**src/rtl/gfx_pkg.sv**
```systemverilog
// Shared graphics-pipeline constants, coordinate types and the normalizer FSM states.
package gfx_pkg;

  localparam int CORDW    = 16;
  localparam int FRAC     = 8;
  localparam int SCREEN_W = 640;
  localparam int SCREEN_H = 480;
  localparam int ONE      = 1 << FRAC;

  typedef logic signed [CORDW-1:0] coord_t;
  typedef logic        [CORDW-1:0] pixel_t;

  typedef enum logic [1:0] {
    IDLE,
    DIVIDE,
    MAP,
    DONE
  } state_t;

endpackage

```
**src/rtl/point_normalizer_fixed_div.sv**
```systemverilog
// Sequential signed fixed-point divider: q = (num << FRAC) / den, one quotient bit
// per cycle, sign-magnitude, truncating toward zero and saturating to CORDW bits.
module fixed_div #(
  parameter int CORDW = 16,
  parameter int FRAC  = 8
) (
  input  logic             clock,
  input  logic             rst_n,
  input  logic             start,
  input  logic [CORDW-1:0] num,
  input  logic [CORDW-1:0] den,
  output logic [CORDW-1:0] q
);

  localparam int N    = CORDW + FRAC;
  localparam int CNTW = $clog2(N + 1);
  localparam logic [N-1:0] POS_MAX = N'((1 << (CORDW - 1)) - 1);
  localparam logic [N-1:0] NEG_MAX = N'(1 << (CORDW - 1));

  logic [N-1:0]     dvd, dvd_nxt;
  logic [CORDW-1:0] rem, rem_nxt, dsr, diff;
  logic [CORDW:0]   shifted;
  logic [CORDW-1:0] num_mag, den_mag;
  logic [CNTW-1:0]  cnt;
  logic             neg, ge;

  assign num_mag = num[CORDW-1] ? (~num + 1'b1) : num;
  assign den_mag = den[CORDW-1] ? (~den + 1'b1) : den;

  // The true difference is always below the divisor, so modulo-2^CORDW subtraction is exact.
  always_comb begin
    shifted = {rem, dvd[N-1]};
    ge      = (shifted >= {1'b0, dsr});
    diff    = shifted[CORDW-1:0] - dsr;
    rem_nxt = ge ? diff : shifted[CORDW-1:0];
    dvd_nxt = {dvd[N-2:0], ge};
  end

  always_ff @(posedge clock or negedge rst_n) begin
    if (!rst_n) begin
      dvd <= '0;
      rem <= '0;
      dsr <= '0;
      neg <= 1'b0;
      cnt <= '0;
    end else if (start) begin
      dvd <= {num_mag, {FRAC{1'b0}}};
      rem <= '0;
      dsr <= den_mag;
      neg <= num[CORDW-1] ^ den[CORDW-1];
      cnt <= CNTW'(N);
    end else if (cnt != '0) begin
      dvd <= dvd_nxt;
      rem <= rem_nxt;
      cnt <= cnt - 1'b1;
    end
  end

  always_comb begin
    q = dvd[CORDW-1:0];
    if (neg) begin
      if (dvd > NEG_MAX) q = NEG_MAX[CORDW-1:0];
      else               q = ~dvd[CORDW-1:0] + 1'b1;
    end else if (dvd > POS_MAX) begin
      q = POS_MAX[CORDW-1:0];
    end
  end

endmodule

```
**src/rtl/point_normalizer.sv**
```systemverilog
// Perspective divide of a clip-space point followed by the viewport transform onto
// the raster; one point in flight, result announced by a single-cycle valid pulse.
module point_normalizer #(
  parameter int CORDW    = gfx_pkg::CORDW,
  parameter int FRAC     = gfx_pkg::FRAC,
  parameter int SCREEN_W = gfx_pkg::SCREEN_W,
  parameter int SCREEN_H = gfx_pkg::SCREEN_H
) (
  input  logic             clock,
  input  logic             io_aresetn,
  input  logic             io_writeEnable,
  input  logic [CORDW-1:0] io_point_x,
  input  logic [CORDW-1:0] io_point_y,
  input  logic [CORDW-1:0] io_point_z,
  input  logic [CORDW-1:0] io_point_w,
  output logic             io_ready,
  output logic             io_pixelValid,
  output logic [CORDW-1:0] io_pixel_x,
  output logic [CORDW-1:0] io_pixel_y,
  output logic [CORDW-1:0] io_depth,
  output logic             io_clipped
);

  import gfx_pkg::*;

  localparam int DIV_CYCLES = CORDW + FRAC;
  localparam int CNTW       = $clog2(DIV_CYCLES);
  localparam int MW         = 2 * CORDW + 2;
  localparam logic signed [MW-1:0] HALF_W = MW'(SCREEN_W / 2);
  localparam logic signed [MW-1:0] HALF_H = MW'(SCREEN_H / 2);
  localparam logic signed [MW-1:0] MAX_X  = MW'(SCREEN_W - 1);
  localparam logic signed [MW-1:0] MAX_Y  = MW'(SCREEN_H - 1);

  state_t            state, state_nxt;
  logic [CNTW-1:0]   cnt;
  logic              clip_q;
  logic              accept;
  logic [CORDW-1:0]  q_x, q_y, q_z;
  logic signed [MW-1:0] ndc_x, ndc_y, prod_x, prod_y, px_full, py_full;
  logic [CORDW-1:0]  px_clamp, py_clamp;

  assign accept        = io_writeEnable && (state == IDLE);
  assign io_ready      = (state == IDLE);
  assign io_pixelValid = (state == DONE);

  fixed_div #(.CORDW(CORDW), .FRAC(FRAC)) u_div_x (
    .clock(clock), .rst_n(io_aresetn), .start(accept),
    .num(io_point_x), .den(io_point_w), .q(q_x)
  );
  fixed_div #(.CORDW(CORDW), .FRAC(FRAC)) u_div_y (
    .clock(clock), .rst_n(io_aresetn), .start(accept),
    .num(io_point_y), .den(io_point_w), .q(q_y)
  );
  fixed_div #(.CORDW(CORDW), .FRAC(FRAC)) u_div_z (
    .clock(clock), .rst_n(io_aresetn), .start(accept),
    .num(io_point_z), .den(io_point_w), .q(q_z)
  );

  always_ff @(posedge clock or negedge io_aresetn) begin
    if (!io_aresetn) state <= IDLE;
    else             state <= state_nxt;
  end

  always_ff @(posedge clock or negedge io_aresetn) begin
    if (!io_aresetn) begin
      cnt    <= '0;
      clip_q <= 1'b0;
    end else if (accept) begin
      cnt    <= '0;
      clip_q <= io_point_w[CORDW-1] || (io_point_w == '0);
    end else if (state == DIVIDE) begin
      cnt <= cnt + 1'b1;
    end
  end

  always_comb begin
    state_nxt = state;
    case (state)
      IDLE:    if (accept) state_nxt = DIVIDE;
      DIVIDE:  if (cnt == CNTW'(DIV_CYCLES - 1)) state_nxt = MAP;
      MAP:     state_nxt = DONE;
      DONE:    state_nxt = IDLE;
      default: state_nxt = IDLE;
    endcase
  end

  // Viewport transform; the arithmetic shift floors, and y is flipped so rows grow downward.
  always_comb begin
    ndc_x   = {{(MW-CORDW){q_x[CORDW-1]}}, q_x};
    ndc_y   = {{(MW-CORDW){q_y[CORDW-1]}}, q_y};
    prod_x  = ndc_x * HALF_W;
    prod_y  = ndc_y * HALF_H;
    px_full = HALF_W + (prod_x >>> FRAC);
    py_full = HALF_H - (prod_y >>> FRAC);

    if (px_full < 0)          px_clamp = '0;
    else if (px_full > MAX_X) px_clamp = MAX_X[CORDW-1:0];
    else                      px_clamp = px_full[CORDW-1:0];

    if (py_full < 0)          py_clamp = '0;
    else if (py_full > MAX_Y) py_clamp = MAX_Y[CORDW-1:0];
    else                      py_clamp = py_full[CORDW-1:0];
  end

  always_ff @(posedge clock or negedge io_aresetn) begin
    if (!io_aresetn) begin
      io_pixel_x <= '0;
      io_pixel_y <= '0;
      io_depth   <= '0;
      io_clipped <= 1'b0;
    end else if (state == MAP) begin
      io_clipped <= clip_q;
      io_pixel_x <= clip_q ? '0 : px_clamp;
      io_pixel_y <= clip_q ? '0 : py_clamp;
      io_depth   <= clip_q ? '0 : q_z;
    end
  end

endmodule

```
**config.mk**
```make
export PLATFORM = sky130hd
export DESIGN_NAME = point_normalizer
export DESIGN_NICKNAME = d
export VERILOG_FILES = /design/src/rtl/gfx_pkg.sv /design/src/rtl/point_normalizer_fixed_div.sv /design/src/rtl/point_normalizer.sv
export SDC_FILE = /design/constraint.sdc
export NUM_CORES = 1
export LEC_CHECK = 0
export ABC_AREA = 0
export BUFFER_PORTS_ARGS = -buffer_cell sky130_fd_sc_hd__buf_2
export CAP_MARGIN = 20
export CORE_UTILIZATION = 45
export DETAILED_ROUTE_END_ITERATION = 8
export GPL_ROUTABILITY_DRIVEN = 0
export GPL_TIMING_DRIVEN = 0
export PLACE_DENSITY_LB_ADDON = 0.12
export SYNTH_ARGS = -nofsm -noshare
export SYNTH_HDL_FRONTEND = slang
export SYNTH_SLANG_ARGS = --single-unit
```
**constraint.sdc**
```tcl
create_clock -name clock -period 9.8 [get_ports clock]
set_input_delay 1.96 -clock clock [delete_from_list [all_inputs] [get_ports clock]]
set_output_delay 1.96 -clock clock [all_outputs]
set_load 0.005 [all_outputs]
```
# After elaboration in Yosys (flattened, before gate mapping)
# Index checks and enable logic that the tools add are counted.
[classes]
order_cmp = 13
add_sub_neg = 16
mux = 46
bitwise = 10
n_reduce_logical = 12
mul = 2
eq_ne = 6
[ops]
columns = ["operator", "n"]
rows = [
  ["16-bit two-way mux", 29],
  ["24-bit two-way mux", 6],
  ["16-bit by 1-bit adder with 16-bit output, second input constant", 7],
  ["16-bit NOT", 7],
  ["24-bit by 15-bit > comparator with 1-bit output, second input constant", 3],
  ["24-bit by 16-bit > comparator with 1-bit output, second input constant", 3],
  ["17-bit by 16-bit greater-or-equal comparator with 1-bit output", 3],
  ["16-bit subtractor", 3],
  ["5-bit two-way mux", 8],
  ["16-bit by 5-bit multiplier with 21-bit output, second input constant", 1],
  ["16-bit by 4-bit multiplier with 20-bit output, second input constant", 1],
  ["10-bit by 18-bit adder with 19-bit output, first input constant", 1],
  ["19-bit by 11-bit > comparator with 1-bit output, second input constant", 1],
  ["19-bit by 1-bit < comparator with 1-bit output, second input constant", 1],
  ["18-bit by 10-bit > comparator with 1-bit output, second input constant", 1],
  ["18-bit by 1-bit < comparator with 1-bit output, second input constant", 1],
  ["9-bit by 17-bit subtractor with 18-bit output, first input constant", 1],
  ["16-bit logical NOT", 1],
  ["5-bit nonzero test", 3],
  ["5-bit by 1-bit subtractor with 5-bit output, second input constant", 3],
  ["2-bit case mux with 4 select lines", 1],
  ["2-bit nonzero test", 4],
  ["5-bit by 1-bit adder with 5-bit output, second input constant", 1],
  ["5-bit equality test, second input constant", 1],
  ["other kinds (9)", 14],
]
[totals]
output_inout_bits = 51
regBits = 211
word_cells = 125

# Logic depth before layout (Yosys ltp)
# Gate-level depths: netlist of run 1.
[logic_depth]
ltp_word = 10
mapped_depth = 31

# Cells and area by module
# Synthesis of run 1 repeated with hierarchy kept, for this count alone.
[unflattened]
hier_cells = 2403
area_unflattened_um2 = 20490.9
[modules_own_cells]
columns = ["mod", "cells_each", "area_per_inst_um2", "instances", "seq_area_each_um2"]
rows = [
  ["fixed_div (u_div_x ...)", 569, 4769.6, 2, 1551.5],
  ["point_normalizer", 695, 6207.2, 1, 1426.4],
  ["fixed_div (u_div_z)", 570, 4744.6, 1, 1551.5],
]

# Least setup slack after synthesis of run 1
# Ideal clock, no wire load.
[synth_timing]
kind = "register to register"
start = "register u_div_y.dvd[0]"
end = "register io_pixel_y[5]"
path_buffers = 1
setup_ns = 0.067
path_slack_ns = 2.929
synth_period_minus_slack_ns = 6.871
arrival_ns = 6.804
stages_incl_launch_ff = 26
cell_sequence = "dfrtp_1 > inv_1 > ha_1 > nor4b_1 > nand4_1 > a21oi_1 > nand2_1 > o311ai_0 > ha_1 > ha_1 > xnor2_1 > fa_1 > inv_1 > ha_1 > and2_1 > a31o_2 > or2_0 > or2_2 > or4_1 > clkbuf_1 > o21bai_1 > mux4_2 > o21ai_0 > nand3_1 > a21oi_4 > a32o_1"
[synth_between]
elab_chain_len = 10
[synth_lines]
columns = ["element", "line_no", "source"]
rows = [
  ["start: declaration", "point_normalizer_fixed_div.sv:20", "logic [N-1:0] dvd, dvd_nxt;"],
  ["start signal: assignment", "point_normalizer_fixed_div.sv:47", "dvd <= {num_mag, {FRAC{1'b0}}};"],
  ["start signal: assignment", "point_normalizer_fixed_div.sv:53", "dvd <= dvd_nxt;"],
  ["16-bit NOT", "point_normalizer_fixed_div.sv:63", "else q = ~dvd[CORDW-1:0] + 1'b1;"],
  ["16-bit by 1-bit adder with 16-bit output", "point_normalizer_fixed_div.sv:63", ""],
  ["16-bit two-way mux", "point_normalizer_fixed_div.sv:62", "if (dvd > NEG_MAX) q = NEG_MAX[CORDW-1:0];"],
  ["16-bit two-way mux *", "point_normalizer_fixed_div.sv:61", "if (neg) begin"],
  ["16-bit by 5-bit multiplier with 21-bit output *", "point_normalizer.sv:92", "prod_y = ndc_y * HALF_H;"],
  ["9-bit by 17-bit subtractor with 18-bit output *", "point_normalizer.sv:94", "py_full = HALF_H - (prod_y >>> FRAC);"],
  ["18-bit by 10-bit > comparator with 1-bit output", "point_normalizer.sv:101", "else if (py_full > MAX_Y) py_clamp = MAX_Y[CORDW-1:0];"],
  ["16-bit two-way mux", "point_normalizer.sv:101", ""],
  ["16-bit two-way mux *", "point_normalizer.sv:100", "if (py_full < 0) py_clamp = '0;"],
  ["16-bit two-way mux *", "point_normalizer.sv:114", "io_pixel_y <= clip_q ? '0 : py_clamp;"],
  ["end signal: assignment", "point_normalizer.sv:114", ""],
  ["end: declaration", "point_normalizer.sv:19", "output logic [CORDW-1:0] io_pixel_y,"],
]
# Mark *: on every way between the ends. The rest lies on a longest branch, timed or not.
# A chain may end at the register's enable or synchronous reset.

# Final worst setup path of run 1
# Ends and elaborated chain as after synthesis.

==> results_dict.tcl, run 1 <==
set metrics [dict create \
    dieWidth_um 199 \
    clock_path_buffers 3 \
    rsz0062_at_grt "false" \
    finalCritPeriodShare_pct 83.3 \
    route.detailed.wl_per_inst_um 16.9 \
    cp-start-kind "register" \
    grtUsageTotal_pct 24.2 \
    synthesis.area_mm2 0.0175 \
    synth_most_common_cell "nand2_1" \
    worstSetupPathType "register to register" \
    syn_to_final_growth_pct 12.2 \
    grt_pass1_wl_mm 77.3 \
    critPathCaptureType "register" \
    cap_viol_max_count 0 \
    rows 71 \
    cts_buffers 26 \
    synth_edf_count 0 \
    setup_tns_ns 0 \
    clk_pin_slew_ns 0.06 \
    portBuffers 116 \
    drt_pass1_iterations 6 \
    hold_start "u_div_y.dsr[12]" \
    drt-initial-drc-count 944 \
    ys_warn_count 0 \
    viasPerCell 5.69 \
    hold_viol 0 \
    route.detailed.drc 0 \
    die_h_um 199 \
    reg2reg_to "io_pixel_y[5]" \
    synth_top_cells_by_count "nand2_1 (284), dfrtp_1 (211), a21oi_1 (181), nor2_1 (166), ha_1 (148)" \
    grt_max_degree 103 \
    final_area_mm2 0.0196 \
    postCtsSetupBuffers 0 \
    slew_headroom_pct 37.6 \
    holdCritPathClass "register to register" \
    cts_resized 0 \
    min_path_cells 2 \
    final_util_pct 51.7 \
    drive_above_1_share_pct 8.84 \
    clkSinkCount 211 \
    vias 16000 \
    synthFlopType "dfrtp_1" \
    period_needed_ns 8.16 \
    grt_pass1_vias 15000 \
    synth.distinct_cells 84 \
    netlist.area_leader.share_pct 30.2 \
    r2r_slack_ns 1.64 \
    globalRouteOverflowTotal 0 \
    path_max_fanout 10 \
    ys_ff_latch 211 \
    required_ns 10.27 \
    cp.arrival_ns 8.63 \
    reg2regPathDepth 25 \
    synth_top_cell_by_area "dfrtp_1" \
    insertion_delay_ns 0.57 \
    place_area_mm2 0.0187 \
    synth_nets 2376 \
    core_area_mm2 0.0379 \
    synthArstFlopShare_pct 100 \
    whs_endpoint "u_div_y.dsr[12]" \
    outcome "complete, no violations" \
    ant_nets 0 \
    dp_hpwl_mm 36.4 \
    drv_slew 0 \
    cts.htree.levels 1 \
    antenna_found_initial 2 \
    drt_wl_total_mm 47.5 \
    floorplan.initialDensity_pct 46.0 \
    holdBufCountCts 0 \
    final_nets 2523 \
    skew_ns 0.0368 \
    clockRootBuffer "clkbuf_16" \
    synth_cells 2143 \
    setup_viol_count_final 0 \
    dieArea_mm2 0.0396 \
    cts_tree "done" \
    synthTopCellsByArea "dfrtp_1 (30%), ha_1 (11%), nand2_1 (6.1%), a21oi_1 (5.2%), o21ai_0 (4.2%)" \
    ios 118 \
    tightest_slew_ns 0.925 \
    clock.fmax_ghz 0.123 \
    syn_area_per_cell_um2 8.15 \
    yosysSeqAreaShare_pct 30.2 \
    r2r_start "u_div_y.dvd[0]" \
    fillers 3679 \
]
==> cell type report <==
cell class / count / area (µm²) / area share (%)
multi-input cells: 1703 / 11300 / 57.7
flip-flops and latches: 211 / 5280 / 26.9
clock buffers: 38 / 766 / 3.91
repair buffers: 119 / 651 / 3.32
well taps: 511 / 639 / 3.26
inverters: 125 / 469 / 2.39
plain buffers: 104 / 408 / 2.08
clock inverters: 7 / 76.3 / 0.389
diodes: 2 / 5.00 / 0.0255
==> worst max-delay path, stage by stage, from the launching register on <==
cell	delay, ns
dfrtp_1	0.45
inv_1	0.12
ha_1	0.26
nor4b_1	0.31
nand4_1	0.35
a21oi_1	0.45
nand2_1	0.26
o311ai_0	0.76
ha_1	0.36
ha_1	0.32
xnor2_1	0.15
fa_1	0.53
inv_1	0.04
ha_1	0.34
o21ai_0	0.18
a221oi_1	0.53
nor3_1	0.13
or2_2	0.33
or4_1	0.53
clkbuf_1	0.18
o21bai_1	0.31
mux4_2	0.35
o21ai_0	0.24
nand3_1	0.16
a21oi_4	0.23
a32o_1	0.19
==> sequential cells by signal, indices dropped and copies added (netlist names), 5 cells and up <==
signal and count:
u_div_y.dvd 24, u_div_y.cnt 5, u_div_z.dvd 24, io_pixel_x 16
u_div_z.cnt 5, u_div_z.rem 16, u_div_y.rem 16, io_depth 16
cnt 5, u_div_x.dvd 24, io_pixel_y 16, u_div_x.rem 16
u_div_x.cnt 5, u_div_y.dsr 16
==> cell families (layout without fill, tap and decap cells) <==
kind of cell	count (synthesis)	count (layout)	share of synthesized area (%)
mux	17	17	1.09
buf+inv	229	393	5.02
compound gates	645	645	23.9
other cells	0	2	0
fa+ha+maj	166	166	12.7
simple gates	740	740	20.3
xor+xnor	135	135	6.77
flops	211	211	30.2
==> cells in the final DEF, fill, tap and decap left out, types with 8 or more instances in the layout <==
cell	Yosys	layout
nand2b_1	14	14
nand3b_1	8	8
nand4_1	20	20
o311ai_0	24	24
o21a_1	18	18
or2_2	15	15
o21ai_0	145	145
clkbuf_1	93	98
o22ai_1	13	13
a21boi_0	11	11
xnor2_1	76	76
and2_1	11	11
nor2_1	166	166
inv_1	124	124
nand3_1	29	29
nor3b_1	11	11
o31ai_1	22	22
or3_1	32	32
o2bb2ai_1	26	26
a21o_1	25	25
fa_1	18	18
a21oi_1	181	181
mux2i_1	10	10
nor4_1	24	24
nor2b_1	34	34
or4_1	9	9
ha_1	148	148
a211oi_1	19	19
dfrtp_1	211	211
buf_2	2	118
nand2_1	284	284
a2bb2oi_1	9	9
a31oi_1	56	56
and3_1	10	10
nor3_1	45	45
clkbuf_16	0	26
xor2_1	59	59
o41ai_1	17	17
==> how the worst max path moves through the flow <==
stage                         startpoint       endpoint  depth (start not counted)  slack (ns)
after floorplan           u_div_y.dvd[0]  io_pixel_y[5]                         25        2.93
after global placement    u_div_y.dvd[0]  io_pixel_y[5]                         25        1.68
after detailed placement  u_div_y.dvd[0]  io_pixel_y[5]                         25        1.63
after CTS                 u_div_y.dvd[0]  io_pixel_y[5]                         25        1.56
after global routing      u_div_y.dvd[0]  io_pixel_y[5]                         25        0.91
final                     u_div_y.dvd[0]  io_pixel_y[5]                         25        1.64
==> routing by layer <==
| layer | vias to the layer above | track usage (%) | share of wire [%] |
|---|---|---|---|
| met5 | - | 0 | 0 |
| met4 | 0 | 7.75 | 2.9 |
| met3 | 75 | 2.42 | 3.9 |
| met2 | 372 | 39.6 | 46 |
| met1 | 7573 | 33.5 | 47 |
| li1 | 8028 | - | - |
==> metrics by stage <==
step / setup slack, ns / instances / hold slack, ns
4_1_cts: 1.56 / 2818 / 0.483
6_report: 1.64 / 2820 / 0.478
5_1_grt: 0.907 / 2820 / 0.489
2_1_floorplan: 2.93 / 2143 / 0.450
3_3_place_gp: 1.68 / 2770 / 0.463
3_5_place_dp: 1.63 / 2773 / 0.469
Power of run 1 is not shown: default switching activity piles up to over one toggle a cycle in this logic, so the estimate is an artifact.
==> inputs of run 2 (changes only) <==
==> constraint.sdc (replaced) <==
create_clock -name clock -period 8.11 [get_ports clock]
set_input_delay 1.622 -clock clock [delete_from_list [all_inputs] [get_ports clock]]
set_output_delay 1.622 -clock clock [all_outputs]
set_load 0.005 [all_outputs]
==> run 2 against run 1 <==
Via count is 0.11% lower; utilization grew 0.14 points; non-clock buffer count grew 1; critical endpoint is now io_pixel_x[2].
==> results_dict.tcl, run 2 (synthesized netlist as in run 1, its figures left out) <==
set metrics [dict create \
    hold_start "u_div_y.dsr[12]" \
    clk_pin_slew_ns 0.06 \
    r2r_start "u_div_x.dvd[0]" \
    dieWidth_um 199 \
    grt_pass1_vias 15000 \
    cap_viol_max_count 0 \
    die_h_um 199 \
    holdCritPathClass "register to register" \
    dr_wl_met3_mm 1.90 \
    antenna_found_initial 2 \
    drive_above_1_share_pct 9.19 \
    rows 71 \
    globalRouteOverflowTotal 0 \
    required_ns 8.51 \
    period_needed_ns 7.52 \
    tightest_slew_ns 0.885 \
    cts.htree.levels 1 \
    drt_wl_total_mm 47.6 \
    drv_slew 0 \
    critPathMaxStageDelay_ns 0.52 \
    final_nets 2524 \
    final_common_cell "nand2_1" \
    whs_endpoint "u_div_y.dsr[12]" \
    viasPerCell 5.68 \
    instances_no_fill 2821 \
    cp-start-kind "register" \
    critPathCaptureType "register" \
    grt_max_degree 103 \
    final_area_mm2 0.0197 \
    drt_pass1_iterations 6 \
    cpLargestDelayFamily "simple AND/OR/NAND/NOR gates" \
    top_layer "met4" \
    clockRootBuffer "clkbuf_16" \
    cts_buffers 26 \
    dp_hpwl_mm 36.4 \
    cp.arrival_ns 7.93 \
    fillers 3677 \
    skew_ns 0.0356 \
    clkSinkCount 211 \
    setup_viol_count_final 0 \
    clock.fmax_ghz 0.133 \
    portBuffers 116 \
    cpMostUsedCell "ha_1" \
    ant_nets 0 \
    syn_to_final_growth_pct 12.5 \
    core_area_mm2 0.0379 \
    grt_pass1_wl_mm 77.3 \
    hold_viol 0 \
    placed_cells 2773 \
    route.detailed.drc 0 \
    routedLengthMet1_mm 22.5 \
    min_path_cells 2 \
    reg2regPathDepth 26 \
    finalCritPeriodShare_pct 92.8 \
    ios 118 \
    dieArea_mm2 0.0396 \
    insertion_delay_ns 0.56 \
    place_area_mm2 0.0187 \
    reg_top3 "u_div_x.dvd: 24 flops, u_div_y.dvd: 24 flops, u_div_z.dvd: 24 flops" \
    crit_buf_inv 3 \
    drt-initial-drc-count 900 \
    floorplan.initialDensity_pct 46.0 \
    cts_tree "done" \
    slowest_stage "o311ai_0" \
    vias 16000 \
    route.detailed.wl_per_inst_um 16.9 \
    outcome "complete, no violations" \
    wl_met2_mm 21.8 \
    reg2reg_to "io_pixel_x[2]" \
    r2r_slack_ns 0.59 \
    worstSetupPathType "register to register" \
    path_max_fanout 10 \
    grtUsageTotal_pct 24.2 \
    clock_path_buffers 3 \
    layout_common_cells "nand2_1 (284), dfrtp_1 (211), a21oi_1 (180)" \
    rsz0062_at_grt "false" \
    slew_headroom_pct 40.5 \
]
==> run 2: changes by cell type in the layout (fill, tap and decap cells not counted), sizes merged <==
cell  previous run  this run
buf            130       131
==> run 2: worst reg2reg max path, delay by kind of cell, from the launching register on <==
family	cells	cell delay [ns]
buf+inv	3	0.59
flops	1	0.44
fa+ha+maj	4	1.09
compound gates	8	1.76
simple gates	11	3.45
==> run 2: how the worst max path moves through the flow <==
stage                         startpoint       endpoint  slack (ns)  cells after the start
final                     u_div_x.dvd[0]  io_pixel_x[2]        0.59                     26
after global routing      u_div_x.dvd[0]  io_pixel_x[0]        0.01                     31
after CTS                 u_div_y.dvd[0]  io_pixel_y[5]        0.07                     25
after detailed placement  u_div_y.dvd[0]  io_pixel_y[5]       -0.06                     25
after global placement    u_div_y.dvd[0]  io_pixel_y[5]       -0.01                     25
after floorplan           u_div_y.dvd[0]  io_pixel_y[5]        1.24                     25
==> run 2: area by class of cell <==
class / instances / area [µm²] / share of cell area, %
well taps: 511 / 639 / 3.25
plain buffers: 104 / 408 / 2.08
diodes: 2 / 5.00 / 0.0255
flip-flops and latches: 211 / 5280 / 26.9
clock buffers: 38 / 766 / 3.90
inverters: 125 / 469 / 2.39
multi-input cells: 1703 / 11300 / 57.8
repair buffers: 120 / 658 / 3.35
clock inverters: 7 / 76.3 / 0.388
==> run 2: stage by stage <==
stage,hold WS [ns],setup slack (ns),utilization (%),TNS [ns]
2_1_floorplan,0.450,1.24,-,0
3_3_place_gp,0.463,-0.0101,49.2,-0.0101
3_5_place_dp,0.469,-0.0619,49.4,-0.190
4_1_cts,0.483,0.0665,51.6,0
5_1_grt,0.489,0.0100,51.8,0
6_report,0.479,0.587,51.8,0
==> run 2: what timing repair did <==
item / CTS / global route
pin swaps: 0 / 1
buffers inserted: 0 / 1
cloned: 0 / 0
hold buffers: 0 / 0
gates resized for setup: 2 / 12
setup endpoints to repair: 6 / 19
==> run 2: per-layer routing <==
layer / track usage [%] / vias up
li1: - / 8026
met1: 33.5 / 7596
met2: 39.6 / 341
met3: 2.42 / 67
met4: 7.75 / 0
met5: 0 / -
Power of run 2 is left out for the same reason.
